<file path="config.mk">
export PLATFORM = sky130hd
export DESIGN_NAME = wb_stage
export DESIGN_NICKNAME = d
export VERILOG_FILES = /design/src/rtl/wb_stage.sv
export SDC_FILE = /design/constraint.sdc
export NUM_CORES = 1
export LEC_CHECK = 0
export ABC_CLOCK_PERIOD_IN_PS = 2500
export BUFFER_PORTS_ARGS = -buffer_cell sky130_fd_sc_hd__buf_2
export CAP_MARGIN = 10
export CORE_AREA = 2 2 315 317
export CTS_BUF_LIST = sky130_fd_sc_hd__clkbuf_2
export DETAILED_ROUTE_END_ITERATION = 8
export DIE_AREA = 0 0 317 319
export GPL_TIMING_DRIVEN = 0
export PLACE_DENSITY = 0.4
export SKIP_LAST_GASP = 1
export SYNTH_ARGS = -nofsm -noshare
export SYNTH_HDL_FRONTEND = slang
export SYNTH_SLANG_ARGS = --single-unit
</file>
<file path="constraint.sdc">
create_clock -name clk -period 2.5 [get_ports clk]
set_input_delay 0.75 -clock clk [delete_from_list [all_inputs] [get_ports clk]]
set_output_delay 0.75 -clock clk [all_outputs]
set_load 0.05 [all_outputs]
</file>
<file path="src/rtl/wb_stage.sv">
// Writeback stage: MEM/WB register, result select, register-file write,
// forwarding bypass, instret counter and trap-commit handshake FSM.
module wb_stage #(
    parameter int XLEN       = 64,
    parameter int REG_ADDR_W = 5,
    parameter int CNT_W      = 64
) (
    input  logic                  clk,
    input  logic                  reset,
    input  logic                  mem_valid,
    input  logic                  mem_stall,
    input  logic [REG_ADDR_W-1:0] mem_rd,
    input  logic                  mem_reg_write,
    input  logic [1:0]            mem_wb_sel,
    input  logic [XLEN-1:0]       mem_pc,
    input  logic [XLEN-1:0]       mem_ex_data,
    input  logic [XLEN-1:0]       mem_ex_rdata,
    input  logic [XLEN-1:0]       mem_atomic_result,
    input  logic                  mem_trap,
    input  logic [XLEN-1:0]       mem_trap_cause,
    input  logic [XLEN-1:0]       mem_trap_val,
    output logic                  wb_stall,
    output logic                  mem_advance,
    output logic                  rf_we,
    output logic [REG_ADDR_W-1:0] rf_waddr,
    output logic [XLEN-1:0]       rf_wdata,
    output logic                  byp_valid,
    output logic [REG_ADDR_W-1:0] byp_rd,
    output logic [XLEN-1:0]       byp_data,
    output logic                  trap_req,
    output logic [XLEN-1:0]       trap_epc,
    output logic [XLEN-1:0]       trap_cause,
    output logic [XLEN-1:0]       trap_tval,
    input  logic                  trap_ack,
    output logic                  pipe_flush,
    output logic [CNT_W-1:0]      instret
);

    localparam logic [1:0] RUN       = 2'd0;
    localparam logic [1:0] TRAP_WAIT = 2'd1;
    localparam logic [1:0] FLUSH     = 2'd2;

    logic [1:0]            state_q, state_d;
    logic                  valid_q, valid_d;
    logic [REG_ADDR_W-1:0] rd_q, rd_d;
    logic                  rw_q, rw_d;
    logic [XLEN-1:0]       data_q, data_d;
    logic [XLEN-1:0]       pc_q, pc_d;
    logic                  trap_q, trap_d;
    logic [XLEN-1:0]       cause_q, cause_d;
    logic [XLEN-1:0]       tval_q, tval_d;
    logic [CNT_W-1:0]      instret_q, instret_d;

    logic                  run_trap;
    logic                  commit;
    logic [XLEN-1:0]       sel_data;

    // Output decode from the WB register and FSM state
    always_comb begin
        run_trap    = (state_q == RUN) & valid_q & trap_q;
        trap_req    = run_trap | (state_q == TRAP_WAIT);
        pipe_flush  = (state_q == FLUSH);
        wb_stall    = trap_req | pipe_flush;
        mem_advance = mem_valid & ~mem_stall & ~wb_stall;
        commit      = valid_q & ~trap_q;
        rf_we       = commit & rw_q & (rd_q != '0);
        rf_waddr    = rd_q;
        rf_wdata    = data_q;
        byp_valid   = rf_we;
        byp_rd      = rd_q;
        byp_data    = data_q;
        trap_epc    = pc_q;
        trap_cause  = cause_q;
        trap_tval   = tval_q;
        instret     = instret_q;
    end

    // Result select at capture time; the reserved encoding yields zero
    always_comb begin
        sel_data = '0;
        case (mem_wb_sel)
            2'd0:    sel_data = mem_ex_data;
            2'd1:    sel_data = mem_ex_rdata;
            2'd2:    sel_data = mem_atomic_result;
            default: sel_data = '0;
        endcase
    end

    // Next-state: capture, bubble, trap hold and flush sequencing
    always_comb begin
        state_d   = state_q;
        valid_d   = valid_q;
        rd_d      = rd_q;
        rw_d      = rw_q;
        data_d    = data_q;
        pc_d      = pc_q;
        trap_d    = trap_q;
        cause_d   = cause_q;
        tval_d    = tval_q;
        instret_d = commit ? instret_q + 1'b1 : instret_q;
        case (state_q)
            RUN: begin
                if (run_trap) begin
                    if (trap_ack) begin
                        state_d = FLUSH;
                        valid_d = 1'b0;
                    end else begin
                        state_d = TRAP_WAIT;
                    end
                end else if (mem_advance) begin
                    valid_d = 1'b1;
                    rd_d    = mem_rd;
                    rw_d    = mem_reg_write;
                    data_d  = sel_data;
                    pc_d    = mem_pc;
                    trap_d  = mem_trap;
                    cause_d = mem_trap_cause;
                    tval_d  = mem_trap_val;
                end else begin
                    valid_d = 1'b0;
                end
            end
            TRAP_WAIT: begin
                if (trap_ack) begin
                    state_d = FLUSH;
                    valid_d = 1'b0;
                end
            end
            FLUSH: begin
                state_d = RUN;
                valid_d = 1'b0;
            end
            default: begin
                state_d = RUN;
                valid_d = 1'b0;
            end
        endcase
    end

    // State registers with asynchronous active-low reset
    always_ff @(posedge clk or negedge reset) begin
        if (!reset) begin
            state_q   <= RUN;
            valid_q   <= 1'b0;
            rd_q      <= '0;
            rw_q      <= 1'b0;
            data_q    <= '0;
            pc_q      <= '0;
            trap_q    <= 1'b0;
            cause_q   <= '0;
            tval_q    <= '0;
            instret_q <= '0;
        end else begin
            state_q   <= state_d;
            valid_q   <= valid_d;
            rd_q      <= rd_d;
            rw_q      <= rw_d;
            data_q    <= data_d;
            pc_q      <= pc_d;
            trap_q    <= trap_d;
            cause_q   <= cause_d;
            tval_q    <= tval_d;
            instret_q <= instret_d;
        end
    end

endmodule

</file>
* Word level (Yosys, flattened, before mapping)
Index checks and enable logic that the tools add are counted.
** Operators by class
- Add/subtract/negate cells :: 1
- Multiply operators :: 0
- Divide/modulo/power cells :: 0
- $lt $le $gt $ge :: 0
- Equality and inequality tests :: 6
- Shift-type cells :: 0
- Multiplexer cells :: 9
- Bitwise logic cells :: 13
- Reductions and logical operators :: 5
** Operators with widths (count)
- $pmux 64 s3 :: 1
- $add 64x1->64 const B :: 1
- $and 1x1->1 :: 7
- $mux 2 :: 3
- $reduce_bool 5->1 :: 1
- $eq 2x1->1 const B :: 2
- $eq 2x2->1 const B :: 2
- $logic_not 2->1 :: 2
- $ne 2x2->1 const B :: 2
- $not 1->1 :: 4
- $pmux 2 s2 :: 1
- $mux 1 :: 3
- $reduce_and 3->1 :: 1
- $or 1x1->1 :: 2
- $pmux 1 s2 :: 1
- $reduce_and 2->1 :: 1
** Word-level totals
- Register bits :: 330
- Latch bits :: 0
- RAM bits :: 0
- ROM bits :: 0
- Input port bits :: 398
- Output and inout port bits :: 400
- Word-level logic and storage cells :: 44
- Memories kept :: 0

* Logic depth before layout (Yosys ltp)
- Depth after elaboration :: 10
- Gate-level depth with buffers :: 6
- Gate-level depth less buffers :: 6

* Worst setup path before layout
Ideal clock, no wire load.
- Kind :: reg2out
- Start :: reg trap_q
- End :: out mem_advance
- Arrival :: 2.024 ns
- Data required time :: 1.750 ns
- Setup slack :: -0.274 ns
- Cell stages (with the launch flop) :: 5
- Buffers on the path :: 0
- Cell sequence :: dfrtp_1 -> a21oi_1 -> nor2_1 -> or2_2 -> nor2_1
** On the way
- Longest elaborated chain between the ends :: 5
** Ends and longest elaborated chain
- start: declaration :: line 49 : logic trap_q, trap_d;
- start signal: assignment :: line 160 : trap_q <= trap_d;
- $and 1x1->1 :: line 60 : run_trap = (state_q == RUN) & valid_q & trap_q;
- $or 1x1->1 :: line 61 : trap_req = run_trap | (state_q == TRAP_WAIT);
- named net trap_req :: line 30 : output logic trap_req,
- $or 1x1->1 :: line 63 : wb_stall = trap_req | pipe_flush;
- named net wb_stall :: line 22 : output logic wb_stall,
- $not 1->1 :: line 64 : mem_advance = mem_valid & ~mem_stall & ~wb_stall;
- $and 1x1->1 :: line 64
- end: declaration :: line 23 : output logic mem_advance,
The timed path passes the listed nets, and every way through them passes these cells.

* Final worst setup path
- Start :: reg rd_q[1], in the netlist byp_rd[1]
- End :: out rf_we
** On the way
- Longest elaborated chain between the ends :: 2
** Ends and longest elaborated chain
- start: declaration :: line 45 : logic [REG_ADDR_W-1:0] rd_q, rd_d;
- start signal: assignment :: line 156 : rd_q <= rd_d;
- $reduce_bool 5->1 :: line 66 : rf_we = commit & rw_q & (rd_q != '0);
- $and 1x1->1 :: line 66
- end: declaration :: line 24 : output logic rf_we,
No other way between the ends.

==> summary.txt <==
Detailed routing
  • Total routed wirelength: 68200 microns
  • Vias/cell: 3.72
  • Wire per inst: 17.3 microns
  • Residual DRC count: 0
  • Post-route ant nets: 0
  • DR pass1 iterations: 5
  • DR iter-0 viols: 459
  • Vias post-DR: roughly 15000

Logic synthesis
  • Yosys Warn Count: 0
  • Main synth FF type: dfrtp_1
  • Synth area leaders: dfrtp_1 (57%), mux2_2 (16%), a21oi_1 (4.4%), mux2i_1 (4.4%), nor2_1 (3.9%)
  • Area of the mapped netlist: ~0.015 sq mm
  • Post-synthesis cell type count: 37
  • Post-synth EDFFs: 0
  • Mapped Nets: 1597
  • Cell with the most instances after synthesis: dfrtp_1
  • Post-synth ARST share: 100%
  • Post-Syn Instances: 1198
  • Average cell area after synthesis: 12.1 sq um
  • Synth top area share: 56.9%
  • Top cells by count, synth: dfrtp_1 (330), mux2_2 (200), nor2_1 (150)
  • Post-synthesis sequential area ratio: 56.9%
  • Number of synthesized register bits: 330
  • Synth area leader: dfrtp_1

Pwr
  • Leakage: 13.6 nW
  • Max VDD drop: 842 uV
  • Sequential power share: 27.9%
  • Sw Pwr: 0.0149 W
  • Part of the power in the clock network: between 10% and 20%
  • Overall Power: 0.0311 W
  • Switching share of power: between 40% and 50%
  • Cell Pwr Density: 1080 mW/mm^2
  • Combinational cell fraction of total power: 58.9%
  • Int Pwr: 0.0162 W

Timing
  • Final Critical Period: ~3.3 ns
  • Final count of negative-setup-slack endpoints: 111
  • Slew headroom: between 30% and 40%
  • Fin worst setup slack: -0.849 ns
  • Fin crit share: 134%
  • Fin. Hold Viols: 0
  • Final slew viol count: 0
  • Clock skew: around 0.075 ns
  • Max Clock Freq: 299 MHz
  • RSZ-0062 raised after global routing: yes
  • Worst slew pin tran: 0.957 ns

Placed design
  • Worst slack at placement: -1.45 ns
  • RePlAce Congestion: 0.810
  • Post-DP HPWL: ~50000 microns
  • Count of port buffers added during placement: approximately 800
  • Placed instance area: 0.0202 sq mm

Layout
  • Area Growth Syn to Fin: 97.8%
  • Nets: 2972
  • Layout cells sized above 1: 56.4%
  • Fill cells: between 10000 and 15000
  • Design area: 0.0287 sq mm
  • Multi-input logic area: 0.00552 sq mm
  • FF/Latch Area: 0.00834 sq mm

Setup path
  • Crit path from: byp_rd[1]
  • Worst Path Required: 1.75 ns
  • Crit Path Category: flip-flop to output pin
  • Worst R2R End: instret[56]
  • Crit start category: flip-flop
  • FF-to-FF setup slack: 0.13 ns
  • Crit. End Element: output pin
  • Crit-path max FO: 2
  • FF-to-FF Start: instret[26]
  • Critical Path AT: 2.60 ns
  • R2R depth: 7

Global route
  • Largest net degree at the start of global routing: 108
  • Initial antenna violation count: 8
  • Vias in the first global route: 15900
  • First-pass GRT wire length: between 90000 and 100000 microns
  • Total Routing Usage GR: 13.1%
  • Congestion Overflow GR: 0

Outcome
  • Failing checks: negative setup slack
  • Status: complete, but fails checks

Clocking
  • Clk pin slew, worst setup/hold paths: 0.11 ns
  • Longest Clk Path Bufs: 3
  • Sink Count: 330
  • Clk root buf: clkbuf_2
  • H-tree lvl count: 3
  • CTS tree: yes
  • Inserted Clock Buffers: 99
  • Worst skew pair latency: between 1 and 1.5 ns

Die
  • Die W: 317 microns
  • Row count: 115
  • Initial Util: between 10% and 20%
  • Top-Level Pins: 798
  • Die Y: 319 microns
  • Core area: ~0.1 sq mm
  • DIE AREA: just over 0.1 sq mm

Hold path
  • Hold path start: mem_trap_cause[5]
  • End of the worst hold path: trap_cause[5]
  • Class of the worst hold path: input port to flip-flop
  • Hold depth: 3

Run
  • Max_cap viols: 0
-- worst max-delay path by stage --
stage | endpoint | cells past startpoint
finish | rf_we | 4
CTS | rf_we | 4
floorplan | rf_we | 3
global route | rf_we | 4
global placement | instret[27] | 1
detailed placement | byp_data[18] | 7
-- area by class of cell --
cell class / instances / share of cell area [%]
inverters: 7 / 0.0915
multi-input cells: 732 / 19.2
repair buffers: 1274 / 39.3
well taps: 1287 / 5.61
plain buffers: 129 / 3.76
diodes: 5 / 0.0436
clock buffers: 138 / 2.40
flip-flops and latches: 330 / 29.0
clock inverters: 35 / 0.523
-- placed cells by master (no fill, tap or decap), types with 4 or more instances in the layout --
cell type      Yosys  layout
xor2_1            38      38
buf_1              6       6
nand2_1           25      25
buf_6              0     401
xnor2_1           25      25
dfrtp_2            0      67
clkbuf_4           0       4
a21oi_1          129     128
clkinv_1           0      23
and3_1             6       6
mux2_2           200     200
dlygate4sd3_1      0     330
nand3_1           21      21
buf_8              0      70
nand4_1           18      18
nor3_1            15      15
clkinv_2           0       5
inv_1              7       7
buf_4             70     141
buf_2             28     423
inv_2              0       4
buf_12             0       5
clkbuf_2           0     143
nor4_1            12      10
diode_2            0       5
clkbuf_1          25      14
nor2_1           150     148
mux2i_1           64      64
dfrtp_1          330     263
-- power groups by stage --
stage | clock [W] | combinational [W] | sequential, W
after floorplan | 0 | 0.00429 | 0.0138
final | 0.00413 | 0.0183 | 0.00868
after global placement | 0 | 0.0137 | 0.00832
after CTS | 0.00443 | 0.0180 | 0.00868
after detailed placement | 0 | 0.0137 | 0.00832
after global routing | 0.00468 | 0.0191 | 0.00889
-- registers in the layout, indices dropped and copies added, names as in the netlist --
register / count
rw_q: 1
instret: 64
trap_tval: 64
trap_q: 1
trap_cause: 64
byp_data: 64
valid_q: 1
byp_rd: 5
state_q: 2
trap_epc: 64
-- layer usage --
metal / global-route usage [%] / share of wire, %
met1: 15.0 / 40
met2: 22.6 / 50
met3: 3.96 / 7.4
met4: 4.80 / 3.2
met5: 0 / 0.062
-- metrics by stage --
stage                     setup TNS [ns]  hold WS, ns  std cells  utilization [%]
after floorplan                        0        0.454       1198                -
after CTS                        -119.14       0.0413       3891             28.9
final                             -11.49        0.342       3937             29.4
after detailed placement         -261.12        0.453       3285             20.7
after global routing              -93.48        0.113       3936             29.4
after global placement          -2443.57        0.457       3282             20.6
-- critical path, cell delays in order (launching register included) --
cell and delay [ns]:
dfrtp_2 0.45, or3_1 0.38, o311a_1 0.32, buf_4 0.14, buf_6 0.14
-- cell families (layout without fill, tap and decap cells) --
family,after synthesis,after routing,synth area share [%]
multiplexers,264,264,19.9
other,0,5,0
AO/OA/AOI/OAI,131,131,4.57
flip-flops,330,330,56.9
AND/OR/NAND/NOR,273,273,9.19
adder cells (fa/ha/maj),1,1,0.0861
XOR/XNOR,63,63,3.80
buffers and inverters,136,1583,5.57
-- repair_timing --
action,CTS,global route
pin swaps,6,2
endpoints found under the setup margin,687,445
hold endpoints to repair,489,0
setup buffers,102,41
resized for setup,1002,51
hold buffers,331,0
Power figures use the tool's default switching activity.
